[config.mk]
export PLATFORM = sky130hd
export DESIGN_NAME = alu_pipe
export DESIGN_NICKNAME = d
export VERILOG_FILES = /design/src/rtl/alu_pkg.sv /design/src/rtl/alu_core.sv /design/src/rtl/alu_pipe.sv
export SDC_FILE = /design/constraint.sdc
export NUM_CORES = 1
export LEC_CHECK = 0
export ABC_AREA = 1
export BUFFER_PORTS_ARGS = -buffer_cell sky130_fd_sc_hd__buf_2
export CAP_MARGIN = 20
export CORE_ASPECT_RATIO = 1.5
export CORE_UTILIZATION = 49
export CTS_BUF_LIST = sky130_fd_sc_hd__clkbuf_16
export DETAILED_ROUTE_END_ITERATION = 12
export PLACE_DENSITY = 0.76
export SETUP_SLACK_MARGIN = 0.05
export SLEW_MARGIN = 0
export SYNTH_ARGS = -nofsm -noshare
export SYNTH_HDL_FRONTEND = slang
export SYNTH_HIERARCHICAL = 1
export SYNTH_SLANG_ARGS = --single-unit
[constraint.sdc]
create_clock -name clk -period 1.79 [get_ports clk]
set_input_delay 0.358 -clock clk [delete_from_list [all_inputs] [get_ports clk]]
set_output_delay 0.358 -clock clk [all_outputs]
set_load 0.02 [all_outputs]
[src/rtl/alu_pkg.sv]
`default_nettype none
// ============================================================================
//  Module   : alu_pkg
//  Purpose  : Shared opcode encodings, flag-vector indices and pipeline state
//             type for the registered ALU (alu_core / alu_pipe).
//  Ports    : none (package)
//  Revision : 1.0  initial release
// ============================================================================
package alu_pkg;

  // 3-bit opcode set
  localparam logic [2:0] OP_ADD     = 3'b000;
  localparam logic [2:0] OP_SUB     = 3'b001;
  localparam logic [2:0] OP_CMP     = 3'b010;
  localparam logic [2:0] OP_AND     = 3'b011;
  localparam logic [2:0] OP_OR      = 3'b100;
  localparam logic [2:0] OP_XOR     = 3'b101;
  localparam logic [2:0] OP_ACC_ADD = 3'b110;
  localparam logic [2:0] OP_ACC_LD  = 3'b111;

  // Positions of the compare flags inside the flag vector
  localparam int FLAG_LT = 0;
  localparam int FLAG_EQ = 1;
  localparam int FLAG_GT = 2;
  localparam int FLAG_W  = 3;

  // Output-register occupancy
  typedef enum logic [0:0] {
    ST_EMPTY = 1'b0,
    ST_FULL  = 1'b1
  } pipe_state_t;

endpackage : alu_pkg
`default_nettype wire

[src/rtl/alu_core.sv]
`default_nettype none
// ============================================================================
//  Module   : alu_core
//  Purpose  : Purely combinational ALU datapath. Computes the candidate
//             result, carry/borrow, compare flags and accumulator update for
//             one operation; alu_pipe decides whether to commit them.
//  Ports    : op          in   opcode (alu_pkg OP_*)
//             a, b        in   unsigned operands
//             acc         in   accumulator base value (already clear-adjusted)
//             next_result out  candidate result
//             next_carry  out  carry (ADD/ACC_ADD) or borrow (SUB), else 0
//             next_acc    out  candidate accumulator value
//             acc_we      out  op writes the accumulator
//             flags       out  {gt, eq, lt} indexed by FLAG_*
//  Revision : 1.0  initial release
// ============================================================================
module alu_core
  import alu_pkg::*;
#(
  parameter int WIDTH = 4
) (
  input  logic [2:0]        op,
  input  logic [WIDTH-1:0]  a,
  input  logic [WIDTH-1:0]  b,
  input  logic [WIDTH-1:0]  acc,
  output logic [WIDTH-1:0]  next_result,
  output logic              next_carry,
  output logic [WIDTH-1:0]  next_acc,
  output logic              acc_we,
  output logic [FLAG_W-1:0] flags
);

  // One extra bit captures carry-out; for the subtraction the top bit is the
  // borrow, which equals (a < b) for unsigned operands.
  logic [WIDTH:0] sum_ab;
  logic [WIDTH:0] diff_ab;
  logic [WIDTH:0] sum_acc;

  assign sum_ab  = {1'b0, a} + {1'b0, b};
  assign diff_ab = {1'b0, a} - {1'b0, b};
  assign sum_acc = {1'b0, acc} + {1'b0, a};

  always_comb begin
    next_result = '0;
    next_carry  = 1'b0;
    next_acc    = acc;
    acc_we      = 1'b0;
    case (op)
      OP_ADD: begin
        next_result = sum_ab[WIDTH-1:0];
        next_carry  = sum_ab[WIDTH];
      end
      OP_SUB: begin
        next_result = diff_ab[WIDTH-1:0];
        next_carry  = diff_ab[WIDTH];
      end
      OP_CMP: begin
        next_result = '0;
      end
      OP_AND: next_result = a & b;
      OP_OR:  next_result = a | b;
      OP_XOR: next_result = a ^ b;
      OP_ACC_ADD: begin
        next_result = sum_acc[WIDTH-1:0];
        next_carry  = sum_acc[WIDTH];
        next_acc    = sum_acc[WIDTH-1:0];
        acc_we      = 1'b1;
      end
      OP_ACC_LD: begin
        next_result = a;
        next_acc    = a;
        acc_we      = 1'b1;
      end
      default: ;
    endcase
  end

  always_comb begin
    flags          = '0;
    flags[FLAG_GT] = (a > b);
    flags[FLAG_EQ] = (a == b);
    flags[FLAG_LT] = (a < b);
  end

endmodule : alu_core
`default_nettype wire

[src/rtl/alu_pipe.sv]
`default_nettype none
// ============================================================================
//  Module   : alu_pipe
//  Purpose  : One-stage registered ALU with valid/ready handshakes on both
//             sides, a persistent accumulator and result/compare flags.
//  Ports    : clk, rst_n         clock, asynchronous active-low reset
//             in_valid/in_ready  operand-side handshake
//             op, a, b           opcode and unsigned operands
//             acc_clr            accumulator clear (acts every cycle)
//             out_valid/out_ready result-side handshake
//             result, carry      registered result and carry/borrow
//             a_gt_b/a_eq_b/a_lt_b  registered compare flags
//             zero               registered result==0
//             acc                current accumulator value
//  Revision : 1.0  initial release
// ============================================================================
module alu_pipe
  import alu_pkg::*;
#(
  parameter int               WIDTH    = 4,
  parameter logic [WIDTH-1:0] ACC_INIT = '0
) (
  input  logic             clk,
  input  logic             rst_n,
  input  logic             in_valid,
  output logic             in_ready,
  input  logic [2:0]       op,
  input  logic [WIDTH-1:0] a,
  input  logic [WIDTH-1:0] b,
  input  logic             acc_clr,
  output logic             out_valid,
  input  logic             out_ready,
  output logic [WIDTH-1:0] result,
  output logic             carry,
  output logic             a_gt_b,
  output logic             a_eq_b,
  output logic             a_lt_b,
  output logic             zero,
  output logic [WIDTH-1:0] acc
);

  pipe_state_t       state_q;
  pipe_state_t       state_d;
  logic              accept;
  logic              consume;

  logic [WIDTH-1:0]  acc_q;
  logic [WIDTH-1:0]  acc_base;
  logic [WIDTH-1:0]  result_q;
  logic              carry_q;
  logic [FLAG_W-1:0] flags_q;
  logic              zero_q;

  logic [WIDTH-1:0]  core_result;
  logic              core_carry;
  logic [WIDTH-1:0]  core_acc;
  logic              core_acc_we;
  logic [FLAG_W-1:0] core_flags;

  assign out_valid = (state_q == ST_FULL);
  assign in_ready  = !out_valid || out_ready;
  assign accept    = in_valid && in_ready;
  assign consume   = out_valid && out_ready;

  // Clearing in the same cycle as an ACC_ADD makes the add start from
  // ACC_INIT, so the clear is folded into the value handed to the core.
  assign acc_base = acc_clr ? ACC_INIT : acc_q;

  alu_core #(
    .WIDTH (WIDTH)
  ) u_core (
    .op          (op),
    .a           (a),
    .b           (b),
    .acc         (acc_base),
    .next_result (core_result),
    .next_carry  (core_carry),
    .next_acc    (core_acc),
    .acc_we      (core_acc_we),
    .flags       (core_flags)
  );

  // Occupancy FSM
  always_ff @(posedge clk or negedge rst_n) begin
    if (!rst_n) state_q <= ST_EMPTY;
    else        state_q <= state_d;
  end

  always_comb begin
    state_d = state_q;
    case (state_q)
      ST_EMPTY: if (accept) state_d = ST_FULL;
      ST_FULL: begin
        if (accept)       state_d = ST_FULL;
        else if (consume) state_d = ST_EMPTY;
      end
      default: state_d = ST_EMPTY;
    endcase
  end

  // Output registers load only on accept, so a stall holds them unchanged.
  always_ff @(posedge clk or negedge rst_n) begin
    if (!rst_n) begin
      result_q <= '0;
      carry_q  <= 1'b0;
      flags_q  <= '0;
      zero_q   <= 1'b0;
    end else if (accept) begin
      result_q <= core_result;
      carry_q  <= core_carry;
      flags_q  <= core_flags;
      zero_q   <= (core_result == '0);
    end
  end

  // Accumulator: an accepted ACC op wins; otherwise acc_base already carries
  // any pending clear (and equals acc_q when there is none).
  always_ff @(posedge clk or negedge rst_n) begin
    if (!rst_n)                       acc_q <= ACC_INIT;
    else if (accept && core_acc_we)   acc_q <= core_acc;
    else                              acc_q <= acc_base;
  end

  assign result = result_q;
  assign carry  = carry_q;
  assign a_gt_b = flags_q[FLAG_GT];
  assign a_eq_b = flags_q[FLAG_EQ];
  assign a_lt_b = flags_q[FLAG_LT];
  assign zero   = zero_q;
  assign acc    = acc_q;

endmodule : alu_pipe
`default_nettype wire

# Yosys cells after proc, flatten, opt, wreduce, memory -nomap -nowiden
# Cells that the tools add are included.
# Widths: inputs -> output; s select.
# word_totals
reg_bits	14
word_cells	41
inputBits	16
output_inout_bits	15
# classes
eq_ne	8
reduce_logical	8
n_addsub	3
bitwise	4
n_mux	10
magnitude_cmp	2
# op_table
cell	n
$pmux 4 s8	1
$eq 3x3->1 const B	4
$add 4x4->5	2
$mux 4	2
$pmux 4 s2	1
$eq 3x2->1 const B	2
$sub 4x4->5	1
$and 4x4->4	1
$eq 4x4->1	1
$gt 4x4->1	1
$logic_not 4->1	1
$lt 4x4->1	1
$mux 1	4
$or 4x4->4	1
$xor 4x4->4	1
$eq 3x1->1 const B	1
$logic_and 1x1->1	3
$logic_not 3->1	1
$pmux 1 s3	1
$pmux 1 s2	1
$reduce_or 2->1	1
$logic_not 1->1	1
$logic_or 1x1->1	1
$not 1->1	1

# Depth between registers and ports, before layout
# depth
word_depth	5
depth_mapped	16
depth_no_buf	15

# Hierarchy
# Netlist, hierarchy kept.
# modules_own_cells
module	n_inst	seq_area_each_um2	area_per_inst_um2	cells_each
alu_core	1	0.0	793.3	134
alu_pipe	1	350.3	650.6	72

# Worst setup path before layout
# Ideal clock, no wire load.
# synth_timing
path_type	register to register
startpoint	register acc_q[0] (netlist: acc[0])
endpoint	register zero_q (netlist: zero)
path_stages_with_launch	14
setup_time_ns	0.065
path_slack_ns	-0.186
required_time_ns	1.725
t_arrival_ns	1.911
synth_period_minus_slack_ns	1.976
cell_sequence	dfrtp_1 inv_1 nor2_1 ha_1 inv_1 fa_1 o22ai_1 nor3_1 nand3_1 inv_1 nand2_1 nor2_1 nand2_1 nand2_1
# synth_via
elab_chain_len	4
# synth_lines
item	line	source
start, declared	alu_pipe.sv:47	logic [WIDTH-1:0] acc_q;
start signal, assigned	alu_pipe.sv:120	else if (accept && core_acc_we) acc_q <= core_acc;
start signal, assigned	alu_pipe.sv:121	else acc_q <= acc_base;
$mux 4	alu_pipe.sv:67	assign acc_base = acc_clr ? ACC_INIT : acc_q;
net acc_base[0]	alu_pipe.sv:48	logic [WIDTH-1:0] acc_base;
$add 4x4->5	alu_core.sv:41	assign sum_acc = {1'b0, acc} + {1'b0, a};
$pmux 4 s8	alu_core.sv:48	case (op)
net core_result[1]	alu_pipe.sv:54	logic [WIDTH-1:0] core_result;
$logic_not 4->1	alu_pipe.sv:112	zero_q <= (core_result == '0);
end signal, assigned	alu_pipe.sv:112	
end, declared	alu_pipe.sv:52	logic zero_q;
# The timed path passes the listed nets, and every way through them passes these cells.
# A chain may end at the register's enable or synchronous reset.

# Worst setup path in the final report
# Same ends and word-level chain as after synthesis.

==> qor.csv <==
stage,metric,value,unit
run_status,status,"complete, but fails checks",
run_status,failing checks,negative setup slack,
placement,estimated wirelength of the detail-placed design,2940,µm
logic_synthesis,number of flops mapped to enable cells by yosys,0,
power_and_ir_drop,leak pwr,0.00111,µW
route,DRC violations left,0,
setup_path,crit path DAT,2.12,ns
floorplan,die height,68.5,µm
clocking,Clock Latency Late Sink,0.24,ns
clocking,CTS tree,done,
final_layout,utilization after layout,72.3,%
timing,Final Hold Slack,0.000308,ns
clocking,# hold bufs at CTS,0,
setup_path,CP required,1.97,ns
logic_synthesis,Yosys top cell area share,24.3,%
final_layout,antenna cells,0,
route,DR vias/cell,5.10,
final_layout,"commonest non-fill, non-tap cell in the layout",nand2_1,
logic_synthesis,syn_area_per_cell,7.01,µm²
timing,f_max,0.516,GHz
floorplan,DIE WIDTH,46.3,µm
global_routing,largest net degree at the start of global routing,15,
route,Detailed Routing Iterations Pass 1,4,
placement,port bufs,30,
timing,final hold violations,0,
timing,final setup fails,4,
final_layout,Area growth syn-to-layout,36.9,%
route,via count,1521,
floorplan,Initial Util,52.8,%
power_and_ir_drop,overall power,1220,µW
setup_path,Crit path buffers/inverters,3,
setup_path,CP Capture Type,register,
clocking,CTS Buf Count,3,
floorplan,core area,2730,µm²
floorplan,# IOs,31,
flow_run,max cap viols,0,
timing,Final Worst Setup Slack,-0.149,ns
timing,final setup skew,0.00204,ns
logic_synthesis,"FFs w/ async S/R, synth",100,%
logic_synthesis,sequential element share of the synthesized area,24.3,%
setup_path,CP Launch Type,register,
timing,"Period Utilization, post-route",108,%
timing,Slew HR,73.5,%
global_routing,antenna violations before repair,0,
route,WL/cell,13.0,µm
clocking,Root Buffer,clkbuf_16,
route,number of DRC markers in iteration 0,44,
timing,Final min period,1.94,ns
min_path,Hold Path Class,input pin to async pin,
route,ANT nets after route,0,
final_layout,layout cell share with drive strength beyond 1,35.2,%
setup_path,crit path max fanout,2,
setup_path,CP max stage cell,fa_1,
placement,GP Congestion,0.958,
clocking,clock slew at reported path FFs,0.05,ns
logic_synthesis,syn nets,241,
global_routing,vias in the first global route,1512,
global_routing,Total GRT Usage,28.2,%
logic_synthesis,"Distinct cells, synth",28,
route,routed wire length,3860,µm
placement,dpl ws,-0.301,ns
setup_path,kind of critical path,register to register,
logic_synthesis,mapped cell area,1440,µm²
floorplan,row count,23,
clocking,htree depth,1,
clocking,clk buf depth,2,
timing,RSZ-0062 raised after global routing,yes,
logic_synthesis,ranking of synthesized cells by area,"dfrtp_1, ha_1, nand2_1, inv_1, nand3_1",
timing,Least-Margin Pin Slew,0.394,ns
setup_path,crit-path leading delay family,adder cells,
floorplan,die area,3170,µm²
logic_synthesis,"flops & latches, synth",14,
global_routing,grt ovf,0,
global_routing,first-pass GRT wire length,6420,µm
power_and_ir_drop,"IR drop worst, VDD",451,µV
logic_synthesis,Synth Instances,206,
logic_synthesis,Synth area leader,dfrtp_1,
logic_synthesis,ys flop type,dfrtp_1,
clocking,Clock Sinks,14,
timing,Slew Limit Fails,0,
logic_synthesis,Synth Warn #,6,
final_layout,most frequent cells in the layout,"nand2_1, inv_1, buf_2",
power_and_ir_drop,PD cells,616,nW/µm²
setup_path,CP Cell Sequence,"inv_2, nor2_4, ha_4, inv_2, fa_1, o22ai_2, nor3_2, nand3_1, inv_2, nand2_1, nor2_1, nand2_1, nand2_1",
setup_path,Worst path max stage delay,0.50,ns
final_layout,# nets final,297,
layout make-up:
class	instances	area, µm²
multi-input combinational	149	1010
fill	228	757
sequential	14	353
timing repair buffer	53	330
inverter	41	154
clock buffer	3	75.1
tap	37	46.3
clock inverter	1	3.75
kinds of logic (layout without fill, tap and decap cells):
kind of cell,count (synthesis),count (layout),synth area share [%]
buf+inv,43,98,12.6
flops,14,14,24.3
fa+ha+maj,19,19,18.0
simple gates,104,104,32.3
compound gates,25,25,12.2
xor+xnor,1,1,0.607
metrics by stage:
stage               std cells  area (µm²)  setup TNS (ns)
floorplan                 206        1470         -0.0623
global placement          292        1790           -1.46
detailed placement        292        1790           -1.51
CTS                       298        1960          -0.188
global route              298        1980           -1.07
finish                    298        1980          -0.296
power breakdown:
group          switching, µW  internal, µW
logic                    258           168
clock network            123           295
registers               20.8           352
Yosys cell counts (3+ instances only):
| master | instances |
|---|---|
| nor3_1 | 4 |
| nor2_1 | 16 |
| a21oi_1 | 7 |
| fa_1 | 3 |
| dfrtp_1 | 14 |
| o21ai_2 | 4 |
| nand2_1 | 53 |
| o211ai_1 | 3 |
| nand2_2 | 3 |
| ha_1 | 16 |
| nand3_1 | 17 |
| nand4_1 | 5 |
| inv_1 | 39 |
final timing paths:
check	start	endpoint	slack, ns	cells past startpoint
setup / recovery	acc[0]$_DFF_PN0_	zero$_DFFE_PN0P_	-0.15	13
hold / removal	rst_n	acc[0]$_DFF_PN0_	0.0003	1
setup reg to reg	acc[0]$_DFF_PN0_	zero$_DFFE_PN0P_	-0.15	13
hold reg to reg	flags_q[1]$_DFFE_PN0P_	flags_q[1]$_DFFE_PN0P_	0.48	2
max in group asynchronous	rst_n	acc[1]$_DFF_PN0_	1.54	1
min in group clk	in_valid	acc[1]$_DFF_PN0_	0.46	3
state kept, by name, indices dropped and copies added, names as in the netlist:
name	flops
acc	4
result	4
flags_q	3
carry	1
out_valid	1
zero	1
routing by layer:
layer	part of all wire, %	GRT usage (%)
met1	38	29.8
met2	55	51.7
met3	2.6	1.58
met4	4.9	16.9
met5	0	0
what timing repair did:
| action | 4_1_cts | 5_1_grt |
|---|---|---|
| endpoints found under the setup margin | 7 | 8 |
| setup buffers | 2 | 1 |
| cloned | 0 | 0 |
| gates resized for setup | 16 | 6 |
| pin swaps | 7 | 5 |
| hold endpoints to repair | 0 | 0 |
Note: power is estimated with default switching activity, not from simulation.
